<file path="src/rtl/decoder_5_to_32_reg_if.sv">
// Handshake bus for decoder_5_to_32_reg: code input side and one-hot result output side.
interface decoder_5_to_32_reg_if;
    logic        in_valid;
    logic        in_ready;
    logic [4:0]  in_code;
    logic        in_en;
    logic [31:0] dec_output;
    logic        out_valid;
    logic        out_ready;
    logic [15:0] dec_count;

    modport master (
        output in_valid, in_code, in_en, out_ready,
        input  in_ready, dec_output, out_valid, dec_count
    );

    modport slave (
        input  in_valid, in_code, in_en, out_ready,
        output in_ready, dec_output, out_valid, dec_count
    );
endinterface

</file>
<file path="src/rtl/decoder_5_to_32_reg.sv">
// Registered 5-to-32 one-hot decoder behind a one-entry valid/ready output stage.
// Define DEC_COUNT_EN to add a saturating 16-bit count of accepted codes.
module decoder_5_to_32_reg (
    input  logic                        clk,
    input  logic                        clr,
    decoder_5_to_32_reg_if.slave        bus
);
    localparam int unsigned OUT_W = 32;
    localparam int unsigned CNT_W = 16;

    typedef enum logic {
        ST_EMPTY = 1'b0,
        ST_FULL  = 1'b1
    } state_t;

    state_t             r_state;
    logic [OUT_W-1:0]   r_dec;
    logic               w_in_ready;
    logic               w_accept;
    logic [OUT_W-1:0]   w_word;

    // A full slot can take a new code in the same cycle it is being drained.
    assign w_in_ready = (r_state == ST_EMPTY) || bus.out_ready;
    assign w_accept   = bus.in_valid && w_in_ready;
    assign w_word     = bus.in_en ? (OUT_W'(1) << bus.in_code) : '0;

    always_ff @(posedge clk or posedge clr) begin
        if (clr) begin
            r_state <= ST_EMPTY;
            r_dec   <= '0;
        end else begin
            case (r_state)
                ST_EMPTY: begin
                    if (w_accept) begin
                        r_state <= ST_FULL;
                        r_dec   <= w_word;
                    end
                end
                ST_FULL: begin
                    if (w_accept) begin
                        r_dec <= w_word;
                    end else if (bus.out_ready) begin
                        r_state <= ST_EMPTY;
                    end
                end
                default: r_state <= ST_EMPTY;
            endcase
        end
    end

    assign bus.in_ready   = w_in_ready;
    assign bus.out_valid  = (r_state == ST_FULL);
    assign bus.dec_output = r_dec;

`ifdef DEC_COUNT_EN
    logic [CNT_W-1:0] r_count;

    // Saturates rather than wraps; disabled (in_en=0) accepts still count.
    always_ff @(posedge clk or posedge clr) begin
        if (clr) begin
            r_count <= '0;
        end else if (w_accept && (r_count != {CNT_W{1'b1}})) begin
            r_count <= r_count + CNT_W'(1);
        end
    end

    assign bus.dec_count = r_count;
`else
    assign bus.dec_count = CNT_W'(0);
`endif

endmodule

</file>
<file path="src/flat_wrapper.sv">
// flat-port wrapper written by rule: the top's interface ports become plain ports
module decoder_5_to_32_reg_flat 
  (clk, clr, bus_in_valid, bus_in_code, bus_in_en, bus_out_ready, bus_in_ready, bus_dec_output, bus_out_valid, bus_dec_count);
  decoder_5_to_32_reg_if bus_i ();
  input  logic clk;
  input  logic clr;
  input wire logic [$bits(bus_i.in_valid)-1:0] bus_in_valid;
  input wire logic [$bits(bus_i.in_code)-1:0] bus_in_code;
  input wire logic [$bits(bus_i.in_en)-1:0] bus_in_en;
  input wire logic [$bits(bus_i.out_ready)-1:0] bus_out_ready;
  output wire logic [$bits(bus_i.in_ready)-1:0] bus_in_ready;
  output wire logic [$bits(bus_i.dec_output)-1:0] bus_dec_output;
  output wire logic [$bits(bus_i.out_valid)-1:0] bus_out_valid;
  output wire logic [$bits(bus_i.dec_count)-1:0] bus_dec_count;
  assign bus_i.in_valid = bus_in_valid;
  assign bus_i.in_code = bus_in_code;
  assign bus_i.in_en = bus_in_en;
  assign bus_i.out_ready = bus_out_ready;
  assign bus_in_ready = bus_i.in_ready;
  assign bus_dec_output = bus_i.dec_output;
  assign bus_out_valid = bus_i.out_valid;
  assign bus_dec_count = bus_i.dec_count;
  decoder_5_to_32_reg u_core (.clk(clk), .clr(clr), .bus(bus_i));
endmodule
</file>
<file path="config.mk">
export PLATFORM = sky130hd
export DESIGN_NAME = decoder_5_to_32_reg_flat
export DESIGN_NICKNAME = d
export VERILOG_FILES = /design/src/rtl/decoder_5_to_32_reg_if.sv /design/src/rtl/decoder_5_to_32_reg.sv /design/src/flat_wrapper.sv
export SDC_FILE = /design/constraint.sdc
export NUM_CORES = 1
export LEC_CHECK = 0
export CORE_AREA = 2 2 63 65
export DETAILED_ROUTE_END_ITERATION = 12
export DIE_AREA = 0 0 65 67
export HOLD_SLACK_MARGIN = 0.05
export PLACE_DENSITY = 0.86
export SETUP_SLACK_MARGIN = 0.3
export SLEW_MARGIN = 20
export SYNTH_ARGS = -nofsm -noshare
export SYNTH_HDL_FRONTEND = slang
export SYNTH_SLANG_ARGS = --single-unit
</file>
<file path="constraint.sdc">
create_clock -name clk -period 1.6 [get_ports clk]
set_input_delay 0.32 -clock clk [delete_from_list [all_inputs] [get_ports clk]]
set_output_delay 0.32 -clock clk [all_outputs]
set_load 0.1 [all_outputs]
</file>
Yosys cells after proc, flatten, opt, wreduce, memory -nomap -nowiden:

Index checks and enable logic that the tools add are counted.

* register bits after elaboration: 33
* input port bits: 10
* output and inout port bits: 50
* logic and storage cells: 12

* shifts and indexed selects: 1
* multiplexer cells: 6
* bitwise gates (word level): 1
* reduce and logical (&&, ||, !) cells: 2

Operators with widths (number)
* $mux W32: 2
* $shl A1 B5 Y32 const A: 1
* $mux W1: 3
* $pmux W1 S2: 1
* $logic_and A1 B1 Y1: 1
* $logic_or A1 B1 Y1: 1
* $not A1 Y1: 1

Depth between registers and ports, before layout:

Gate-level depths: netlist (run 1).

* word-level depth: 5
* depth in mapped cells: 5

Worst setup path after synthesis (run 1):

No wires, ideal clock.

* path type: register -> register
* from: reg u_core.r_state, in the netlist u_core.bus.out_valid
* to: reg u_core.r_dec[19], in the netlist u_core.bus.dec_output[19]
* arrival: 1881 ps
* required time: 1522 ps
* slack: -359 ps
* stages on the path, launching flop included: 6
* buffers on the path: 2
* cells stage by stage: dfrtp_1 nand2b_1 buf_4 or3b_1 buf_6 o2bb2ai_1

* cells in the longest elaborated chain, start to end: 3

Ends and longest elaborated chain
* start, declared: RTL line decoder_5_to_32_reg.sv:16 `state_t r_state;`
* start signal, assigned: RTL line decoder_5_to_32_reg.sv:29 `r_state <= ST_EMPTY;`
* start signal, assigned: RTL line decoder_5_to_32_reg.sv:35 `r_state <= ST_FULL;`
* start signal, assigned: RTL line decoder_5_to_32_reg.sv:43 `r_state <= ST_EMPTY;`
* $not A1 Y1: RTL line decoder_5_to_32_reg.sv:23 `assign w_in_ready = (r_state == ST_EMPTY) || bus.out_ready;`
* $logic_or A1 B1 Y1: RTL line decoder_5_to_32_reg.sv:23
* net bus_in_ready: RTL line flat_wrapper.sv:11 `output wire logic [$bits(bus_i.in_ready)-1:0] bus_in_ready;`
* $logic_and A1 B1 Y1: RTL line decoder_5_to_32_reg.sv:24 `assign w_accept = bus.in_valid && w_in_ready;`
* end signal, assigned: RTL line decoder_5_to_32_reg.sv:36 `r_dec <= w_word;`
* end signal, assigned: RTL line decoder_5_to_32_reg.sv:41 `r_dec <= w_word;`
* end, declared: RTL line decoder_5_to_32_reg.sv:17 `logic [OUT_W-1:0] r_dec;`

The timed path passes the listed nets, and every way through them passes these cells.
A chain may end at the register's enable or synchronous reset.

Final worst setup path (run 1):

* from: reg u_core.r_state, in the netlist u_core.bus.out_valid
* to: reg u_core.r_dec[18], in the netlist u_core.bus.dec_output[18]

* cells in the longest elaborated chain, start to end: 3

Ends and longest elaborated chain (RTL line)
* $not A1 Y1: decoder_5_to_32_reg.sv:23, decoder_5_to_32_reg.sv:32
* $logic_or A1 B1 Y1: decoder_5_to_32_reg.sv:23
* $logic_and A1 B1 Y1: decoder_5_to_32_reg.sv:24

No other way between the ends.

==> results.toml, run 1 <==
[place]
port_buffers = 43
post-dp-hpwl_um = 2890
dp.cells = 210
place_area_um2 = 2430
place.gp.congestion = 0.785

[yosys]
synth_fa_ha_area_share_pct = 0
yosys.area_share.xor_xnor_pct = 0
syn_area_um2 = 1440
synth_top_area_share_pct = 57.5
ys_ff_latch = 33
ys_warn_count = 0
synth_top_family_by_area = "compound AO/OA/AOI/OAI gates"
synth_top_area_cell = "dfrtp_1"
yosys.area_share.simple_pct = 10.2
synth_cells = 113
synth_compound_area_share_pct = 19.3
ys_types = 19
yosysSeqAreaShare_pct = 57.5
syn_avg_cell_area_um2 = 12.7
synthMuxAreaShare_pct = 0.784
synthTopCellsByArea = "dfrtp_1 57%, o2bb2ai_1 18%, buf_4 8.9%"

[sta]
slew_viol_final = 0
fin_worst_skew_ps = 10.7
hold_viol_final = 0
fin_crit_sh_pct = 93.7
timing.hold.ws_ps = 390
setup_viol_count_final = 0
max_freq_ghz = 0.667
rsz0062_at_grt = "true"
tns_ps = 0
post-route-min-period_ps = 1500

[floorplanning]
fp.dieArea_um2 = 4360
pin_count = 60
initial_utilization_pct = 39.8
core.rowCount = 22
die_w_um = 65
core_area_um2 = 3610
die_h_um = 67

[setup_path]
startpoint = "u_core.bus.out_valid$_DFF_PP0_"
reg2reg_from = "u_core.bus.out_valid$_DFF_PP0_"
r2r_slack_ps = 100
critPathRequiredTime_ps = 1810
cp-start-kind = "register"
critPathArrivalTime_ps = 1710
ff2ff_path_depth = 5
critPathKind = "register to register"
rr_endpoint = "u_core.bus.dec_output[18]$_DFFE_PP0P_"
end_kind = "register"
cp_max_fo = 7
endpoint = "u_core.bus.dec_output[18]$_DFFE_PP0P_"

[flow_run]
cap_viol_max_count = 0

[power_and_ir_drop]
powerDensity_nw_per_um2 = 749
p_leak_nw = 1.15
max-vdd-ir-drop_v = 0.000633

[finish]
diodes = 0
area_growth_pct = 90.2
final_core_util_pct = 75.8
final_cell_area_um2 = 2730
nFillCells = 223
drive_above_1_share_pct = 55.7
final_nets = 183
multi_input_area_um2 = 791
ff_latch_area_um2 = 832
finalNonFillerCells = 222

[detailed_routing]
wirelength_um = 4580
vias = 1174
drt_pre_antenna_iters = 4
wl_per_cell_um = 20.6
routed_via_density = 5.29
ant_nets = 0
drc_errors = 0
drt_iter0_drc = 57

[clock_tree]
root_buffer = "clkbuf_8"
cts_max_level = 2
clk_latency_ps = 290
clock-sinks = 33
cts_hold_buffers = 0
clk_pin_slew_ps = 70
cts_made_buffers = 5
cts_buffer_depth = 2
cts_tree = "yes"

[global_routing]
grt_pass1_wl_um = 7100
grt_usage_pct = 23.6
antenna_found_initial = 0
grt_pass1_vias = 1294
overflow = 0
grt_max_degree = 34

[outcome]
outcome = "completed"

[worst_hold_path]
min_path_type = "input port to asynchronous set/reset pin"
-- stage by stage --
step	setup slack [ps]	total power, mW
2_1_floorplan	1.09	1.28
3_3_place_gp	-89.5	1.39
3_5_place_dp	-160	1.40
4_1_cts	127	2.01
5_1_grt	93.2	2.11
6_report	101	2.05
-- worst max-delay path, cell delays in order (launching register included) --
cell,delay (ps)
dfrtp_4,490
nand2b_4,90
buf_4,140
or3b_4,410
buf_12,160
o2bb2ai_2,120
-- state kept, by name, summed over array words and instances (netlist names) --
name and cells:
u_core.bus.out_valid 1, u_core.bus.dec_output 32
-- metal layers --
| metal | up-vias | share of wire [%] | track usage [%] |
|---|---|---|---|
| met1 | 597 | 35 | 24.1 |
| met3 | 17 | 5.1 | 6.25 |
| li1 | 502 | - | - |
| met5 | - | 0 | 0 |
| met2 | 58 | 55 | 41.1 |
| met4 | 0 | 4.9 | 18.4 |
-- cells by family after synthesis --
family,Yosys count
compound gates,31
buf+inv,25
flops,33
mux,1
other cells,1
simple gates,22
-- where the power goes --
group          switching (mW)  internal, mW
clock                   0.319         0.301
combinational           0.405         0.152
sequential             0.0207         0.849
-- how the worst min path moves through the flow --
stage | from | end | slack, ps | cells after the start
after floorplan | bus_in_valid | u_core.bus.out_valid$_DFF_PP0_ | 420 | 2
after global placement | u_core.bus.dec_output[2]$_DFFE_PP0P_ | u_core.bus.dec_output[2]$_DFFE_PP0P_ | 530 | 1
after detailed placement | u_core.bus.dec_output[12]$_DFFE_PP0P_ | u_core.bus.dec_output[12]$_DFFE_PP0P_ | 540 | 1
after CTS | clr | u_core.bus.dec_output[8]$_DFFE_PP0P_ | 400 | 3
after global routing | clr | u_core.bus.dec_output[8]$_DFFE_PP0P_ | 430 | 3
final | clr | u_core.bus.dec_output[8]$_DFFE_PP0P_ | 390 | 3
-- timing repair --
action                                  CTS  global route
endpoints found under the setup margin   33            30
pin swaps                                 1             1
resized for setup                        22            16
buffers inserted                          3             1
-- cells in the final DEF, fill, tap and decap left out, types with 3 or more instances in the layout --
cell type / netlist / final
buf_4: 17 / 12
buf_12: 0 / 38
nand3_1: 3 / 3
o2bb2ai_2: 1 / 15
o2bb2ai_1: 30 / 7
nand3b_1: 5 / 5
or3b_4: 0 / 6
conb_1: 1 / 16
nand2_1: 3 / 3
dfrtp_1: 33 / 30
dlygate4sd2_1: 0 / 6
clkdlybuf4s50_1: 0 / 3
o2bb2ai_4: 0 / 9
clkbuf_8: 0 / 5
-- cell usage after synthesis --
cell type and count:
buf_2 5, buf_4 17, buf_6 1, conb_1 1, dfrtp_1 33, inv_1 1
inv_2 1, mux2_2 1, nand2_1 3, nand2b_1 1, nand3_1 3, nand3b_1 5
nor2_1 1, nor2b_1 1, nor3b_1 1, o2bb2ai_1 30, o2bb2ai_2 1, or3_1 1
or3b_1 6
-- layout make-up --
type | instances | share of cell area, %
Clock buffer | 6 | 2.66
Clock inverter | 2 | 0.366
Inverter | 2 | 0.275
Multi-Input combinational cell | 70 | 28.9
Sequential cell | 33 | 30.4
Tap cell | 48 | 2.20
Timing Repair Buffer | 61 | 35.1
Power figures use the tool's default switching activity.
==> run 2: changes to the inputs <==
--- a/config.mk
+++ b/config.mk
@@ -5,11 +5,14 @@
 export SDC_FILE = /design/constraint.sdc
 export NUM_CORES = 1
 export LEC_CHECK = 0
-export CORE_AREA = 2 2 63 65
+export ABC_AREA = 1
+export CORE_AREA = 2 2 66 68
 export DETAILED_ROUTE_END_ITERATION = 12
-export DIE_AREA = 0 0 65 67
+export DIE_AREA = 0 0 68 70
+export GPL_ROUTABILITY_DRIVEN = 0
 export HOLD_SLACK_MARGIN = 0.05
-export PLACE_DENSITY = 0.86
+export PLACE_DENSITY = 0.83
+export RECOVER_POWER = 25
 export SETUP_SLACK_MARGIN = 0.3
 export SLEW_MARGIN = 20
 export SYNTH_ARGS = -nofsm -noshare
==> results.toml, run 2 <==
[setup_path]
ff2ff_path_depth = 6
worst_path_max_delay_cell = "dfrtp_4"
r2r_slack_ps = 320
rr_endpoint = "u_core.bus.dec_output[31]$_DFFE_PP0P_"
critPathArrivalTime_ps = 1050
critical_path_buf_inv_count = 1
crit_chain = "nand2_8, buf_12"
critPathRequiredTime_ps = 1280
cp_max_fo = 2
critPathMaxStageDelay_ps = 520
reg2reg_from = "u_core.bus.out_valid$_DFF_PP0_"
cp-start-kind = "register"
cp_top_family = "flip-flops"
critPathKind = "register to output port"
end_kind = "output port"

[worst_hold_path]
min_to = "u_core.bus.dec_output[4]$_DFFE_PP0P_"
whs_path_depth = 2
min_path_type = "register to register"
hold_start = "u_core.bus.dec_output[4]$_DFFE_PP0P_"

[yosys]
ys_types = 11
syn_area_um2 = 1560
syn_avg_cell_area_um2 = 8.13
yosysSeqAreaShare_pct = 52.9
synthArstFlopShare_pct = 100
netlist_top_cells_count = "101 x nand2_1, 33 x dfrtp_1, 17 x buf_4, 17 x nor2_1, 8 x inv_1"
yosysMostFrequentCell = "nand2_1"
ys_warn_count = 0
synth_cells = 192
synth_edf_count = 0
synth_top_area_share_pct = 52.9
ys_ff_latch = 33
synthTopCellsByArea = "dfrtp_1 53%, nand2_1 24%, buf_4 8.2%"
ys.flop_type = "dfrtp_1"
synth_top_area_cell = "dfrtp_1"

[clock_tree]
root_buffer = "clkbuf_8"
cts_buffer_depth = 2
cts_max_level = 2
cts_hold_buffers = 0
cts_made_buffers = 5
cts_tree = "yes"
clock-sinks = 33
clk_latency_ps = 290
clk_pin_slew_ps = 70

[sta]
timing.hold.ws_ps = 545
fin_crit_sh_pct = 85.5
tns_ps = 0
post-route-min-period_ps = 1370
setup_slack_ps = 231
maxSlewHeadroom_pct = 47.5
fin_worst_skew_ps = 6.27
worstMarginPinSlew_ps = 787
rsz0062_at_grt = "true"
setup_viol_count_final = 0
hold_viol_final = 0
slew_viol_final = 0
max_freq_ghz = 0.731

[global_routing]
grt_max_degree = 34
grt_pass1_vias = 1219
overflow = 0
grt_pass1_wl_um = 5780
antenna_found_initial = 0
grt_usage_pct = 16.5

[floorplanning]
initial_utilization_pct = 37.7
pin_count = 60
fp.dieArea_um2 = 4760
core_area_um2 = 4140
die_w_um = 68
die_h_um = 70
core.rowCount = 24

[detailed_routing]
wl_per_cell_um = 12.4
drc_errors = 0
routed_via_density = 4.54
drt_pre_antenna_iters = 5
ant_nets = 0
drt_iter0_drc = 95
wirelength_um = 3670
vias = 1339

[finish]
diodes = 0
mostFrequentLayoutCells = "97 x nand2_1, 35 x buf_12, 32 x dfrtp_1"
final_core_util_pct = 60.5
finalNonFillerCells = 295
area_growth_pct = 60.7
final_nets = 252
layout_commonest_cell = "nand2_1"
final_cell_area_um2 = 2510
largest_reg_flops = 32
drive_above_1_share_pct = 23.9

[place]
place_ws_ps = 33.9
place_area_um2 = 2360
port_buffers = 43
post-dp-hpwl_um = 2550
dp.cells = 284

[outcome]
outcome = "completed"

[power_and_ir_drop]
pwr-share-clk_pct = 36.9
p_leak_nw = 1.32
p_seq_share_pct = 39.9
p_sw_mw = 0.703
cellInternalPower_mw = 1.47
powerDensity_nw_per_um2 = 868
combPwrFrac_pct = 23.2
total_power_mw = 2.18
max-vdd-ir-drop_v = 0.000328
switching_share_pct = 32.3

[flow_run]
cap_viol_max_count = 0
## run 2: worst reg2reg max path, cell delays in order (launching register included)
cell and delay [ps]:
dfrtp_4 520, nand2_8 80, buf_4 140, nand2_8 110, nor2_4 240, nand2_1 90
nand2_1 60
## run 2: metal layers
metal  share of wire, %  GRT usage (%)  up-vias
li1                   -              -      640
met1                 40           21.8      639
met2                 52           24.5       53
met3                5.9           4.67        7
met4                2.2           8.00        0
met5                  0              0        -
## run 2: cell families after synthesis
logic type             share of synthesized area, %
buffers and inverters                          12.5
and+or+nand+nor                                34.3
DFF                                            52.9
other                                         0.240
## run 2: worst max-delay path by stage
stage / startpoint / end / slack, ps / cells after the start
after floorplan: u_core.bus.out_valid$_DFF_PP0_ / u_core.bus.dec_output[10]$_DFFE_PP0P_ / 200 / 5
after global placement: bus_out_ready / u_core.bus.dec_output[30]$_DFFE_PP0P_ / 100 / 7
after detailed placement: bus_out_ready / u_core.bus.dec_output[30]$_DFFE_PP0P_ / 30 / 7
after CTS: u_core.bus.out_valid$_DFF_PP0_ / bus_in_ready / 210 / 2
after global routing: clr / u_core.bus.out_valid$_DFF_PP0_ / 210 / 3
final: u_core.bus.out_valid$_DFF_PP0_ / bus_in_ready / 230 / 2
## run 2: repair_timing
item,CTS,global route
buffers inserted,1,0
setup endpoints to repair,2,30
gates resized for setup,2,5
cloned,0,2
hold endpoints to repair,0,0
pin swaps,1,9
## run 2: power groups by stage
stage	sequential, mW	clock, mW	combinational [mW]
3_3_place_gp	0.883	0	0.492
5_1_grt	0.869	0.846	0.527
4_1_cts	0.868	0.815	0.499
2_1_floorplan	0.977	0	0.298
6_report	0.868	0.803	0.505
3_5_place_dp	0.884	0	0.496
## run 2: area by class of cell
type                            instances  area (µm²)
Fill cell                             327        1640
Sequential cell                        33         830
Timing Repair Buffer                   48         821
Multi-Input combinational cell        146         646
Clock buffer                            7        86.3
Tap cell                               52        65.1
Clock inverter                          1        30.0
Inverter                                8        30.0
